[config.mk]
export PLATFORM = sky130hd
export DESIGN_NAME = rv32i_dataportarbiter
export DESIGN_NICKNAME = d
export VERILOG_FILES = /design/src/rtl/rv32i_dataportarbiter.sv
export SDC_FILE = /design/constraint.sdc
export NUM_CORES = 1
export LEC_CHECK = 0
export CORE_AREA = 4 4 100 102
export DETAILED_ROUTE_END_ITERATION = 6
export DIE_AREA = 0 0 104 106
export GPL_TIMING_DRIVEN = 0
export HOLD_SLACK_MARGIN = 0.08
export PLACE_DENSITY = 0.82
export SKIP_CTS_REPAIR_TIMING = 1
export SLEW_MARGIN = 25
export SYNTH_ARGS = -nofsm -noshare
export SYNTH_HDL_FRONTEND = slang
export SYNTH_SLANG_ARGS = --single-unit
[constraint.sdc]
create_clock -name clk -period 1.9 [get_ports clk]
set_input_delay 0.19 -clock clk [delete_from_list [all_inputs] [get_ports clk]]
set_output_delay 0.19 -clock clk [all_outputs]
set_load 0.005 [all_outputs]
[src/rtl/rv32i_dataportarbiter.sv]
// Two-master arbiter for the shared data port of the instruction/data RAM.
// Master 0 is the load/store unit; master 1 is the loader/debug master.
module rv32i_dataportarbiter #(
  parameter int unsigned ADDR_WIDTH   = 15,
  parameter int unsigned STARVE_LIMIT = 8
) (
  input  logic                  clk,
  input  logic                  rst_n,
  input  logic                  m0_req,
  input  logic                  m0_we,
  input  logic [3:0]            m0_be,
  input  logic [ADDR_WIDTH-1:0] m0_addr,
  input  logic [31:0]           m0_wdata,
  input  logic                  m1_req,
  input  logic                  m1_we,
  input  logic [3:0]            m1_be,
  input  logic [ADDR_WIDTH-1:0] m1_addr,
  input  logic [31:0]           m1_wdata,
  input  logic                  m1_lock,
  output logic                  m0_gnt,
  output logic                  m1_gnt,
  output logic                  m0_rvalid,
  output logic                  m1_rvalid,
  output logic [31:0]           m0_rdata,
  output logic [31:0]           m1_rdata,
  output logic [ADDR_WIDTH-1:0] d_addr,
  output logic                  d_we,
  output logic [3:0]            d_be,
  output logic [31:0]           d_wdata,
  input  logic [31:0]           d_rdata
);

  localparam logic [7:0] STARVE_MAX = 8'(STARVE_LIMIT);

  typedef enum logic {ARB, LOCK1} state_e;
  typedef enum logic [1:0] {OWN_NONE, OWN_M0, OWN_M1} owner_e;

  state_e     state_q, state_d;
  owner_e     owner_q, owner_d;
  logic       is_read_q, is_read_d;
  logic [7:0] starve_q, starve_d;

  always_ff @(posedge clk or negedge rst_n) begin
    if (!rst_n) begin
      state_q   <= ARB;
      owner_q   <= OWN_NONE;
      is_read_q <= 1'b0;
      starve_q  <= 8'd0;
    end else begin
      state_q   <= state_d;
      owner_q   <= owner_d;
      is_read_q <= is_read_d;
      starve_q  <= starve_d;
    end
  end

  // Grant is gated by rst_n so the port is quiet while reset is asserted.
  always_comb begin
    state_d   = state_q;
    starve_d  = starve_q;
    owner_d   = OWN_NONE;
    is_read_d = 1'b0;
    m0_gnt    = 1'b0;
    m1_gnt    = 1'b0;
    if (rst_n) begin
      case (state_q)
        ARB: begin
          if (m1_req && (!m0_req || (starve_q == STARVE_MAX))) begin
            m1_gnt = 1'b1;
          end else if (m0_req) begin
            m0_gnt = 1'b1;
          end
          if (m1_gnt && m1_lock) begin
            state_d = LOCK1;
          end
        end
        LOCK1: begin
          m1_gnt = m1_req;
          if (!m1_lock) begin
            state_d = ARB;
          end
        end
        default: state_d = ARB;
      endcase

      if (m1_gnt) begin
        starve_d = 8'd0;
      end else if (m1_req && (starve_q != STARVE_MAX)) begin
        starve_d = starve_q + 8'd1;
      end

      if (m0_gnt) begin
        owner_d   = OWN_M0;
        is_read_d = !m0_we;
      end else if (m1_gnt) begin
        owner_d   = OWN_M1;
        is_read_d = !m1_we;
      end
    end
  end

  // With no grant the address/data mux rests on master 0.
  always_comb begin
    d_addr  = m1_gnt ? m1_addr  : m0_addr;
    d_wdata = m1_gnt ? m1_wdata : m0_wdata;
    d_we    = (m0_gnt && m0_we) || (m1_gnt && m1_we);
    d_be    = m0_gnt ? m0_be : (m1_gnt ? m1_be : 4'b0000);
  end

  always_comb begin
    m0_rvalid = (owner_q == OWN_M0);
    m1_rvalid = (owner_q == OWN_M1);
    m0_rdata  = (m0_rvalid && is_read_q) ? d_rdata : 32'd0;
    m1_rdata  = (m1_rvalid && is_read_q) ? d_rdata : 32'd0;
  end

endmodule

Word level (Yosys, flattened, before mapping)
Cells that the tools add are included.
{"block": "word_totals", "regBits": 12, "latch_bits": 0, "mem_bits_rw": 0, "romBits": 0, "input_bits": 141, "output_inout_bits": 120, "word_cells": 52, "mem_count": 0}
{"block": "classes", "n_addsub": 1, "n_mul": 0, "n_div": 0, "magnitude_cmp": 0, "eq_ne": 4, "shift": 0, "muxes": 28, "n_bitwise": 1, "n_reduce_logical": 14}
{"operator": "2-to-1 mux 32 bit", "n": 3}
{"operator": "2-to-1 mux 8 bit", "n": 2}
{"operator": "2-to-1 mux 1 bit", "n": 15}
{"operator": "2-to-1 mux 15 bit", "n": 1}
{"operator": "adder 8 x 1 -> 8 bit (second input constant)", "n": 1}
{"operator": "equality test 8 x 4 -> 1 bit (second input constant)", "n": 1}
{"operator": "2-to-1 mux 4 bit", "n": 2}
{"operator": "!= test 8 x 4 -> 1 bit (second input constant)", "n": 1}
{"operator": "logical AND 1 bit", "n": 7}
{"operator": "2-to-1 mux 2 bit", "n": 3}
{"operator": "case mux 1 bit (2 select lines)", "n": 2}
{"operator": "logical NOT 1 bit", "n": 3}
{"operator": "equality test 2 x 1 -> 1 bit (second input constant)", "n": 1}
{"operator": "equality test 2 bit (second input constant)", "n": 1}
{"operator": "logical OR 1 bit", "n": 2}
{"operator": "AND reduction 2 bit", "n": 1}
{"operator": "nonzero test 2 bit", "n": 1}
{"operator": "inverter 1 bit", "n": 1}

Depth between registers and ports, before layout
Gate-level depths: netlist of run 1.
{"block": "logic_depth", "ltp_word": 11, "depth_mapped": 7, "ltp_nobuf": 6}

Least setup slack after synthesis of run 1
No wires, ideal clock.
{"block": "synth_path", "path_kind": "reg2out", "from": "register starve_q[0]", "to": "output d_addr[10]", "arrival_ns": 1.777, "required_time_ns": 1.710, "path_slack_ns": -0.067, "stages_incl_launch_ff": 8, "path_buffers": 1, "path_cell_list": "dfrtp_1 -> inv_1 -> ha_1 -> nor4b_4 -> a31oi_4 -> nor2_8 -> buf_12 -> mux2_4"}
{"block": "synth_via", "elab_chain_len": 10}
{"item": "start, declared", "line_no": "41", "source": "logic [7:0] starve_q, starve_d;"}
{"item": "start signal, assigned", "line_no": "53", "source": "starve_q <= starve_d;"}
{"item": "equality test 8 x 4 -> 1 bit", "line_no": "68", "source": "if (m1_req && (!m0_req || (starve_q == STARVE_MAX))) begin"}
{"item": "logical OR 1 bit", "line_no": "68"}
{"item": "logical AND 1 bit", "line_no": "68"}
{"item": "2-to-1 mux 1 bit", "line_no": "68"}
{"item": "2-to-1 mux 1 bit", "line_no": "66", "source": "case (state_q)"}
{"item": "2-to-1 mux 1 bit", "line_no": "65", "source": "if (rst_n) begin"}
{"item": "case mux 1 bit (2 select lines)", "line_no": "66"}
{"item": "2-to-1 mux 1 bit (2 in a row)", "line_no": "65"}
{"item": "2-to-1 mux 15 bit", "line_no": "104", "source": "d_addr = m1_gnt ? m1_addr : m0_addr;"}
{"item": "end, declared", "line_no": "26", "source": "output logic [ADDR_WIDTH-1:0] d_addr,"}
No other way between the ends. The select of a mux whose other input is x is not followed.

Worst setup path in the final report of run 1
{"block": "layout_path", "from": "register starve_q[1]", "to": "output d_wdata[12]"}
{"block": "layout_via", "elab_chain_len": 10}
{"item": "equality test 8 x 4 -> 1 bit", "line_no": "68"}
{"item": "logical OR 1 bit", "line_no": "68"}
{"item": "logical AND 1 bit", "line_no": "68"}
{"item": "2-to-1 mux 1 bit", "line_no": "68"}
{"item": "2-to-1 mux 1 bit", "line_no": "66"}
{"item": "2-to-1 mux 1 bit", "line_no": "65"}
{"item": "case mux 1 bit (2 select lines)", "line_no": "66"}
{"item": "2-to-1 mux 1 bit (2 in a row)", "line_no": "65"}
{"item": "2-to-1 mux 32 bit", "line_no": "105", "source": "d_wdata = m1_gnt ? m1_wdata : m0_wdata;"}
{"item": "end, declared", "line_no": "29", "source": "output logic [31:0] d_wdata,"}
No other way between the ends. The select of a mux whose other input is x is not followed.

==> results of run 1 <==
[worst paths after layout]
| path | startpoint | endpoint | slack [ns] | cells after the start |
|---|---|---|---|---|
| setup / recovery | starve_q[1] | d_wdata[12] | -0.63 | 10 |
| hold / removal | rst_n | owner_q[0] | 0.32 | 3 |
| setup reg to reg | starve_q[1] | starve_q[5] | 0.06 | 10 |
| hold reg to reg | state_q | state_q | 0.59 | 2 |
| max in group asynchronous | rst_n | is_read_q | 0.96 | 2 |
| min in group asynchronous | rst_n | starve_q[7] | 0.54 | 2 |
[sequential cells by signal (all words and copies together), names as in the netlist]
signal and cells:
starve_q 8, owner_q 2, is_read_q 1, state_q 1
[per-stage QoR]
| step | power, mW | instance area (µm²) | hold WS (ns) |
|---|---|---|---|
| 6_report | 1.71 | 5270 | 0.318 |
| 5_1_grt | 1.81 | 5270 | 0.351 |
| 4_1_cts | 1.59 | 4730 | 0.366 |
| 3_5_place_dp | 1.30 | 4680 | 0.553 |
| 3_3_place_gp | 1.28 | 4680 | 0.494 |
| 2_1_floorplan | 0.686 | 1940 | -0.106 |
[critical path, cell delays in order, from the launching register on]
cell,delay (ns)
dfrtp_1,0.39
inv_2,0.07
ha_2,0.16
nor4b_4,0.31
a31oi_4,0.18
nor2_8,0.16
buf_12,0.15
buf_6,0.11
clkbuf_16,0.14
mux2_4,0.31
buf_6,0.13
[routing by layer]
layer	up-vias	track usage	routed length, µm
met4	10	0.0199	57
li1	1361	-	-
met5	-	0	76
met2	168	0.340	6570
met1	1311	0.183	4140
met3	16	0.0899	1290
[cells in the mapped netlist]
| cell | count |
|---|---|
| and3_1 | 64 |
| nor4b_4 | 1 |
| a31o_2 | 1 |
| o2bb2ai_1 | 1 |
| nand2_1 | 8 |
| nor3_1 | 4 |
| or4_1 | 2 |
| a21oi_1 | 3 |
| nor2_1 | 5 |
| nand2b_1 | 2 |
| dfrtp_1 | 12 |
| mux2_2 | 5 |
| xnor2_1 | 2 |
| and4_2 | 1 |
| ha_1 | 2 |
| buf_8 | 1 |
| inv_1 | 5 |
| and2_1 | 1 |
| buf_12 | 4 |
| o22ai_1 | 2 |
| mux2_4 | 42 |
| a31oi_4 | 1 |
| nor2_8 | 1 |
| o21ai_0 | 5 |
| nor2b_1 | 2 |
| clkbuf_1 | 14 |
| nand3_1 | 2 |
| a21o_1 | 2 |
| nor4_1 | 1 |
| a22o_1 | 5 |
[area by class of cell]
cell class / instances / area, µm²
tap: 111 / 139
multi-input combinational: 165 / 1530
inverter: 5 / 18.8
fill: 745 / 3840
buffer: 18 / 198
timing repair buffer: 304 / 3030
clock buffer: 4 / 55.1
sequential: 12 / 302
[power by group]
group          switching [mW]  leakage (nW)  internal (mW)  total, mW
sequential             0.0419         0.157          0.288      0.330
clock                  0.0953        0.0288          0.183      0.278
combinational           0.371          3.13          0.729       1.10
total                   0.509          3.31           1.20       1.71
[cell families after synthesis]
family | after synthesis
DFF | 12
and+or+nand+nor | 94
muxes | 47
adders and majority gates | 2
xor gates and xnor gates | 2
AOI/OAI and AO/OA | 20
buffers and inverters | 24
[cell usage in the layout (no fill, tap or decap), types with 5 or more instances in the layout]
cell type        count
dfrtp_1             11
and3_1              63
buf_4               20
dlymetal6s2s_1      45
buf_12               8
buf_6               44
nor2_1               5
buf_2                5
o21ai_0              5
mux2_4              47
nand2_1              8
clkdlybuf4s50_1    158
clkbuf_2            38
==> flow_summary.html, run 1 <==
<table>
<tr><th>Metric</th><th>Value</th></tr>
<tr><th colspan="2">Die</th></tr>
<tr><td>Core Rows</td><td>35</td></tr>
<tr><td>Initial core utilization</td><td>0.212</td></tr>
<tr><td>Floorplan die height</td><td>106 µm</td></tr>
<tr><td>Die outline width</td><td>104 µm</td></tr>
<tr><td>Die area</td><td>0.0110 mm²</td></tr>
<tr><td>I/O pin total</td><td>261</td></tr>
<tr><td>Placeable core region</td><td>0.00911 mm²</td></tr>
<tr><th colspan="2">STA</th></tr>
<tr><td>Worst Slack Setup Final</td><td>-0.628 ns</td></tr>
<tr><td>Final worst clock skew</td><td>0.000708 ns</td></tr>
<tr><td>Final critical delay including setup and external delays</td><td>2.53 ns</td></tr>
<tr><td>Fraction of the cycle the final worst path needs</td><td>1.33</td></tr>
<tr><td>Number of hold-slack violations in the final timing report</td><td>0</td></tr>
<tr><td>Worst rel slew slack</td><td>0.623</td></tr>
<tr><td>Max Clock Freq</td><td>396 MHz</td></tr>
<tr><td>Transition time of the tightest slew-check pin</td><td>0.564 ns</td></tr>
<tr><td>Setup repair after global routing missed its margin</td><td>yes</td></tr>
<tr><td>Final setup violation count</td><td>54</td></tr>
<tr><td>Final total negative setup slack</td><td>-28.09 ns</td></tr>
<tr><td>Final slew viol count</td><td>0</td></tr>
<tr><th colspan="2">Clock tree</th></tr>
<tr><td>TritonCTS Buffers</td><td>3</td></tr>
<tr><td>H-tree depth</td><td>1</td></tr>
<tr><td>Clock-pin slew on the worst setup and hold paths</td><td>0.05 ns</td></tr>
<tr><td>Clock insertion delay at the later pin of the skew report</td><td>0.24 ns</td></tr>
<tr><td>Cell chosen for the clock root</td><td>clkbuf_8</td></tr>
<tr><td>Sink Count</td><td>12</td></tr>
<tr><td>TritonCTS clock tree</td><td>done</td></tr>
<tr><td>CTS max path bufs</td><td>2</td></tr>
<tr><th colspan="2">Placement</th></tr>
<tr><td>Cell Count Post-Placement</td><td>572</td></tr>
<tr><td>Number of buffers added on ports</td><td>260</td></tr>
<tr><td>Setup WS pre-CTS</td><td>-1.10 ns</td></tr>
<tr><td>Detailed placer's ending HPWL</td><td>9600 µm</td></tr>
<tr><td>Final weighted congestion of routability-driven global placement</td><td>0.804</td></tr>
<tr><th colspan="2">Synthesis</th></tr>
<tr><td>Fraction of synthesized area in multiplexers</td><td>0.356</td></tr>
<tr><td>Fraction of synthesized cell area in xor and xnor cells</td><td>0.00907</td></tr>
<tr><td>Simple-gate share of the synthesized area</td><td>0.303</td></tr>
<tr><td>Top cells by area in the synthesized netlist</td><td>mux2_4 33%, and3_1 21%, dfrtp_1 16%</td></tr>
<tr><td>Synthesized netlist cell count</td><td>201</td></tr>
<tr><td>Area share of the leading cell type in the synthesized netlist</td><td>0.326</td></tr>
<tr><td>Sequential cell area fraction in the yosys report</td><td>0.155</td></tr>
<tr><td>Main combinational cell family by area after synthesis</td><td>multiplexers</td></tr>
<tr><td>Syn_nets</td><td>344</td></tr>
<tr><td>Summed instance area of the synthesized netlist</td><td>0.00193 mm²</td></tr>
<tr><td>Adder-cell share of the synthesized area</td><td>0.0130</td></tr>
<tr><td>Biggest area consumer among synthesized cells</td><td>mux2_4</td></tr>
<tr><td>Flop and latch count out of synthesis</td><td>12</td></tr>
<tr><td>Count of distinct cell types in the synthesized netlist</td><td>30</td></tr>
<tr><td>Avg Cell Area, Syn</td><td>9.61 µm²</td></tr>
<tr><td>Number of synthesis warnings</td><td>0</td></tr>
<tr><td>Synth Area in Compound Gates</td><td>0.0777</td></tr>
<tr><th colspan="2">Outcome</th></tr>
<tr><td>Failing checks</td><td>negative setup slack</td></tr>
<tr><td>Result of the run</td><td>finished, violations left</td></tr>
<tr><th colspan="2">Global routing</th></tr>
<tr><td>Number of antenna violations at the first check in global routing</td><td>5</td></tr>
<tr><td>Via count of the first global-routing pass</td><td>2627</td></tr>
<tr><td>Wire length of the first global-routing pass</td><td>15600 µm</td></tr>
<tr><td>GR Util All Layers</td><td>0.180</td></tr>
<tr><td>Maximum number of pins on one net before global-route repair</td><td>16</td></tr>
<tr><td>Sum of overflow across all layers after global routing</td><td>0</td></tr>
<tr><th colspan="2">Power</th></tr>
<tr><td>Power density relative to cell area</td><td>324 mW/mm²</td></tr>
<tr><td>Worst IR drop on VDD</td><td>0.000188 V</td></tr>
<tr><td>Leakage power total</td><td>3.31 nW</td></tr>
<tr><th colspan="2">Cells and area</th></tr>
<tr><td>Nets@finish</td><td>652</td></tr>
<tr><td>Area Growth Syn to Fin</td><td>173%</td></tr>
<tr><td>Utilization of the core after routing</td><td>0.579</td></tr>
<tr><td>Share of cells above drive strength 1</td><td>0.356</td></tr>
<tr><td>Layout Cells excl Fill</td><td>619</td></tr>
<tr><td>Count of inserted antenna diode cells</td><td>0</td></tr>
<tr><th colspan="2">Critical path</th></tr>
<tr><td>Class of the most critical setup path</td><td>flop to output pin</td></tr>
<tr><td>Kind of capture point of the worst setup path</td><td>output pin</td></tr>
<tr><td>Maximum fanout along the worst path</td><td>6</td></tr>
<tr><td>Critical path startpoint category</td><td>flop</td></tr>
<tr><td>Critical path data required time</td><td>1.71 ns</td></tr>
<tr><td>Critical path data arrival time</td><td>2.34 ns</td></tr>
<tr><th colspan="2">Route</th></tr>
<tr><td>Overall via count from detail_route</td><td>2866</td></tr>
<tr><td>Final routed wirelength across all metal layers</td><td>12100 µm</td></tr>
<tr><td>Via count normalized by instance count</td><td>4.63</td></tr>
<tr><td>DR iter-0 viols</td><td>123</td></tr>
<tr><td>First drt pass iteration count</td><td>4</td></tr>
<tr><td>Antenna-violating nets left</td><td>0</td></tr>
<tr><td>Remaining routing DRC violations</td><td>0</td></tr>
<tr><td>Routed wire per std cell</td><td>19.6 µm</td></tr>
<tr><th colspan="2">Worst hold path</th></tr>
<tr><td>Hold WC Path Type</td><td>input port to flop</td></tr>
<tr><th colspan="2">Job</th></tr>
<tr><td>Max capacitance violation total</td><td>0</td></tr>
</table>
Power figures use the tool's default switching activity.
==> run 2: changes to the inputs <==
clock period = 2.2 ns   (was 1.9 ns; I/O delays follow)
==> run 2 against run 1 <==
- the run still ends with negative setup slack left
- power shrank 16%
- sequential share of layout area rose by 0.18 points
- combinational power decreased by 17%
- critical path type unchanged
==> flow_summary.html, run 2 (synthesis gave the netlist of run 1 again) <==
<table>
<tr><th>Metric</th><th>Value</th></tr>
<tr><th colspan="2">Cells and area</th></tr>
<tr><td>Layout Cells excl Fill</td><td>608 (-1.8%)</td></tr>
<tr><td>Commonest cells after routing, fill and taps aside</td><td>205 x clkdlybuf4s50_1, 64 x and3_1, 45 x mux2_4, 33 x clkbuf_2, 29 x buf_6</td></tr>
<tr><td>Nets@finish</td><td>641 (-1.7%)</td></tr>
<tr><td>Area Growth Syn to Fin</td><td>164%</td></tr>
<tr><td>Share of cells above drive strength 1</td><td>0.298 (-0.0585)</td></tr>
<tr><td>Count of filler cells inserted in the layout</td><td>766 (+2.8%)</td></tr>
<tr><td>Most frequent standard cell in the layout excluding fill and tap cells</td><td>clkdlybuf4s50_1</td></tr>
<tr><td>Flip-flop count of the largest register after layout</td><td>8 (unchanged)</td></tr>
<tr><td>Registers with the most flip-flops</td><td>starve_q: 8 flops, owner_q: 2 flops</td></tr>
<tr><td>Area of all placed cells without fillers</td><td>0.00509 mm² (-3.4%)</td></tr>
<tr><td>Area taken by multi-input logic gates</td><td>0.00151 mm² (-1.3%)</td></tr>
<tr><td>Count of inserted antenna diode cells</td><td>0 (unchanged)</td></tr>
<tr><td>Register with the most flip-flops</td><td>starve_q</td></tr>
<tr><td>Storage cell area</td><td>300 µm² (-0.41%)</td></tr>
<tr><td>Utilization of the core after routing</td><td>0.559 (-0.0195)</td></tr>
<tr><th colspan="2">Route</th></tr>
<tr><td>DR iter-0 viols</td><td>139 (+13%)</td></tr>
<tr><td>Routed wire per std cell</td><td>18.0 µm (-8.3%)</td></tr>
<tr><td>Remaining routing DRC violations</td><td>0 (unchanged)</td></tr>
<tr><td>Via count normalized by instance count</td><td>4.61 (-0.46%)</td></tr>
<tr><td>First drt pass iteration count</td><td>4 (unchanged)</td></tr>
<tr><td>Overall via count from detail_route</td><td>2802 (-2.2%)</td></tr>
<tr><td>Antenna-violating nets left</td><td>0 (unchanged)</td></tr>
<tr><td>Final routed wirelength across all metal layers</td><td>10900 µm (-9.9%)</td></tr>
<tr><th colspan="2">Global routing</th></tr>
<tr><td>Sum of overflow across all layers after global routing</td><td>0 (unchanged)</td></tr>
<tr><td>Number of antenna violations at the first check in global routing</td><td>0 (-5)</td></tr>
<tr><td>Maximum number of pins on one net before global-route repair</td><td>16 (unchanged)</td></tr>
<tr><td>Wire length of the first global-routing pass</td><td>15200 µm (-2.5%)</td></tr>
<tr><td>Via count of the first global-routing pass</td><td>2730 (+3.9%)</td></tr>
<tr><td>GR Util All Layers</td><td>0.170 (-0.00951)</td></tr>
<tr><th colspan="2">Outcome</th></tr>
<tr><td>Failing checks</td><td>negative setup slack</td></tr>
<tr><td>Result of the run</td><td>finished, violations left</td></tr>
<tr><th colspan="2">Clock tree</th></tr>
<tr><td>Cell chosen for the clock root</td><td>clkbuf_8</td></tr>
<tr><td>TritonCTS Buffers</td><td>3 (unchanged)</td></tr>
<tr><td>H-tree depth</td><td>1 (unchanged)</td></tr>
<tr><td>Clock insertion delay at the later pin of the skew report</td><td>0.24 ns (about the same)</td></tr>
<tr><td>Sink Count</td><td>12 (unchanged)</td></tr>
<tr><td>CTS max path bufs</td><td>2 (unchanged)</td></tr>
<tr><td>TritonCTS clock tree</td><td>done</td></tr>
<tr><td>Clock-pin slew on the worst setup and hold paths</td><td>0.05 ns (about the same)</td></tr>
<tr><th colspan="2">Critical path</th></tr>
<tr><td>Stage delay of the slowest cell on the critical path</td><td>0.41 ns (+0.02 ns)</td></tr>
<tr><td>Worst r2r path cells</td><td>10 (unchanged)</td></tr>
<tr><td>Setup slack on the worst flop-to-flop path</td><td>0.36 ns (+0.30 ns)</td></tr>
<tr><td>Cell type with the highest occurrence count on the critical path</td><td>buf_6</td></tr>
<tr><td>Critical path data required time</td><td>1.98 ns (+0.27 ns)</td></tr>
<tr><td>Beginning of the worst register-to-register path</td><td>starve_q[0]</td></tr>
<tr><td>Kind of capture point of the worst setup path</td><td>output pin</td></tr>
<tr><td>Critical path startpoint category</td><td>flop</td></tr>
<tr><td>Chain of cells forming the critical path</td><td>inv_2 &gt; ha_4 &gt; nor4b_4 &gt; a31oi_4 &gt; nor2_8 &gt; buf_12 &gt; buf_8 &gt; clkbuf_16 &gt; buf_6 &gt; mux2_4 &gt; buf_6</td></tr>
<tr><td>Class of the most critical setup path</td><td>flop to output pin</td></tr>
<tr><td>Critical path data arrival time</td><td>2.37 ns (+0.03 ns)</td></tr>
<tr><td>Slowest cell on the critical path</td><td>dfrtp_1</td></tr>
<tr><td>Endpoint of the worst-slack reg-to-reg timing path</td><td>starve_q[5]</td></tr>
<tr><td>Maximum fanout along the worst path</td><td>7 (+1)</td></tr>
<tr><th colspan="2">STA</th></tr>
<tr><td>Transition time of the tightest slew-check pin</td><td>0.520 ns (-0.0437 ns)</td></tr>
<tr><td>Final worst clock skew</td><td>0.00253 ns (+0.00182 ns)</td></tr>
<tr><td>Final critical delay including setup and external delays</td><td>2.59 ns</td></tr>
<tr><td>Final slew viol count</td><td>0 (unchanged)</td></tr>
<tr><td>Worst Slack Setup Final</td><td>-0.389 ns (+0.238 ns)</td></tr>
<tr><td>Setup repair after global routing missed its margin</td><td>yes</td></tr>
<tr><td>Worst rel slew slack</td><td>0.652 (+0.0292)</td></tr>
<tr><td>Max Clock Freq</td><td>386 MHz</td></tr>
<tr><td>Hold slack</td><td>0.509 ns (+0.191 ns)</td></tr>
<tr><td>Final setup violation count</td><td>52 (-3.7%)</td></tr>
<tr><td>Number of hold-slack violations in the final timing report</td><td>0 (unchanged)</td></tr>
<tr><td>Fraction of the cycle the final worst path needs</td><td>1.18</td></tr>
<tr><td>Final total negative setup slack</td><td>-13.41 ns (+14.68 ns)</td></tr>
<tr><th colspan="2">Die</th></tr>
<tr><td>Placeable core region</td><td>0.00911 mm² (unchanged)</td></tr>
<tr><td>Die outline width</td><td>104 µm (unchanged)</td></tr>
<tr><td>Floorplan die height</td><td>106 µm (unchanged)</td></tr>
<tr><td>Initial core utilization</td><td>0.212 (unchanged)</td></tr>
<tr><td>I/O pin total</td><td>261 (unchanged)</td></tr>
<tr><td>Core Rows</td><td>35 (unchanged)</td></tr>
<tr><td>Die area</td><td>0.0110 mm² (unchanged)</td></tr>
<tr><th colspan="2">Job</th></tr>
<tr><td>Max capacitance violation total</td><td>0 (unchanged)</td></tr>
<tr><th colspan="2">Worst hold path</th></tr>
<tr><td>End of the worst hold path</td><td>owner_q[0]</td></tr>
<tr><td>Hold WC Path Type</td><td>input port to flop</td></tr>
<tr><td>Hold path start</td><td>rst_n</td></tr>
<tr><td>Instance count along the most critical hold path</td><td>4 (+1)</td></tr>
<tr><th colspan="2">Placement</th></tr>
<tr><td>Detailed placer's ending HPWL</td><td>9170 µm (-4.5%)</td></tr>
<tr><td>Number of buffers added on ports</td><td>260 (unchanged)</td></tr>
<tr><td>Area after DPL</td><td>0.00467 mm² (-0.11%)</td></tr>
<tr><td>Cell Count Post-Placement</td><td>572 (unchanged)</td></tr>
<tr><td>Final weighted congestion of routability-driven global placement</td><td>0.844 (+5.1%)</td></tr>
<tr><td>Setup WS pre-CTS</td><td>-0.946 ns (+0.152 ns)</td></tr>
<tr><th colspan="2">Power</th></tr>
<tr><td>Final Power</td><td>1.43 mW (-16%)</td></tr>
<tr><td>Worst IR drop on VDD</td><td>0.000205 V (+9.1%)</td></tr>
<tr><td>Leakage power total</td><td>2.52 nW (-24%)</td></tr>
<tr><td>Power density relative to cell area</td><td>281 mW/mm² (-13%)</td></tr>
</table>
==> run 2: worst max path at each step <==
stage                     start         end  slack [ns]  depth (start not counted)
global route        starve_q[0]   d_addr[8]       -0.45                         11
floorplan           starve_q[0]  d_addr[10]        0.20                          7
finish              starve_q[0]  d_wdata[7]       -0.39                         11
global placement          rst_n     d_be[0]       -0.91                          5
detailed placement        rst_n     d_be[3]       -0.95                          5
CTS                       rst_n     d_be[3]       -0.95                          5
==> run 2: per-layer routing <==
| layer | vias up | routed length, µm | global-route usage |
|---|---|---|---|
| met4 | 0 | 142 | 0.0380 |
| li1 | 1336 | - | - |
| met3 | 12 | 1030 | 0.0583 |
| met1 | 1294 | 3810 | 0.172 |
| met2 | 160 | 5950 | 0.334 |
| met5 | - | 0 | 0 |
==> run 2: worst max-delay path, delay by kind of cell (launching register included) <==
family / cells / cell delay [ns]
AO/OA/AOI/OAI: 1 / 0.19
flip-flops: 1 / 0.41
adder cells (fa/ha/maj): 1 / 0.13
buffers and inverters: 6 / 0.69
multiplexers: 1 / 0.29
AND/OR/NAND/NOR: 2 / 0.42
==> run 2: layout make-up <==
cell class	instances	share of cell area
buffer	18	0.0312
clock buffer	4	0.0108
inverter	5	0.00369
multi-input combinational	165	0.296
sequential	12	0.0590
tap	111	0.0273
timing repair buffer	293	0.572
==> run 2: report_power, final <==
group	switching (mW)	internal, mW
Clock	0.0731	0.157
Combinational	0.301	0.613
Sequential	0.0367	0.248
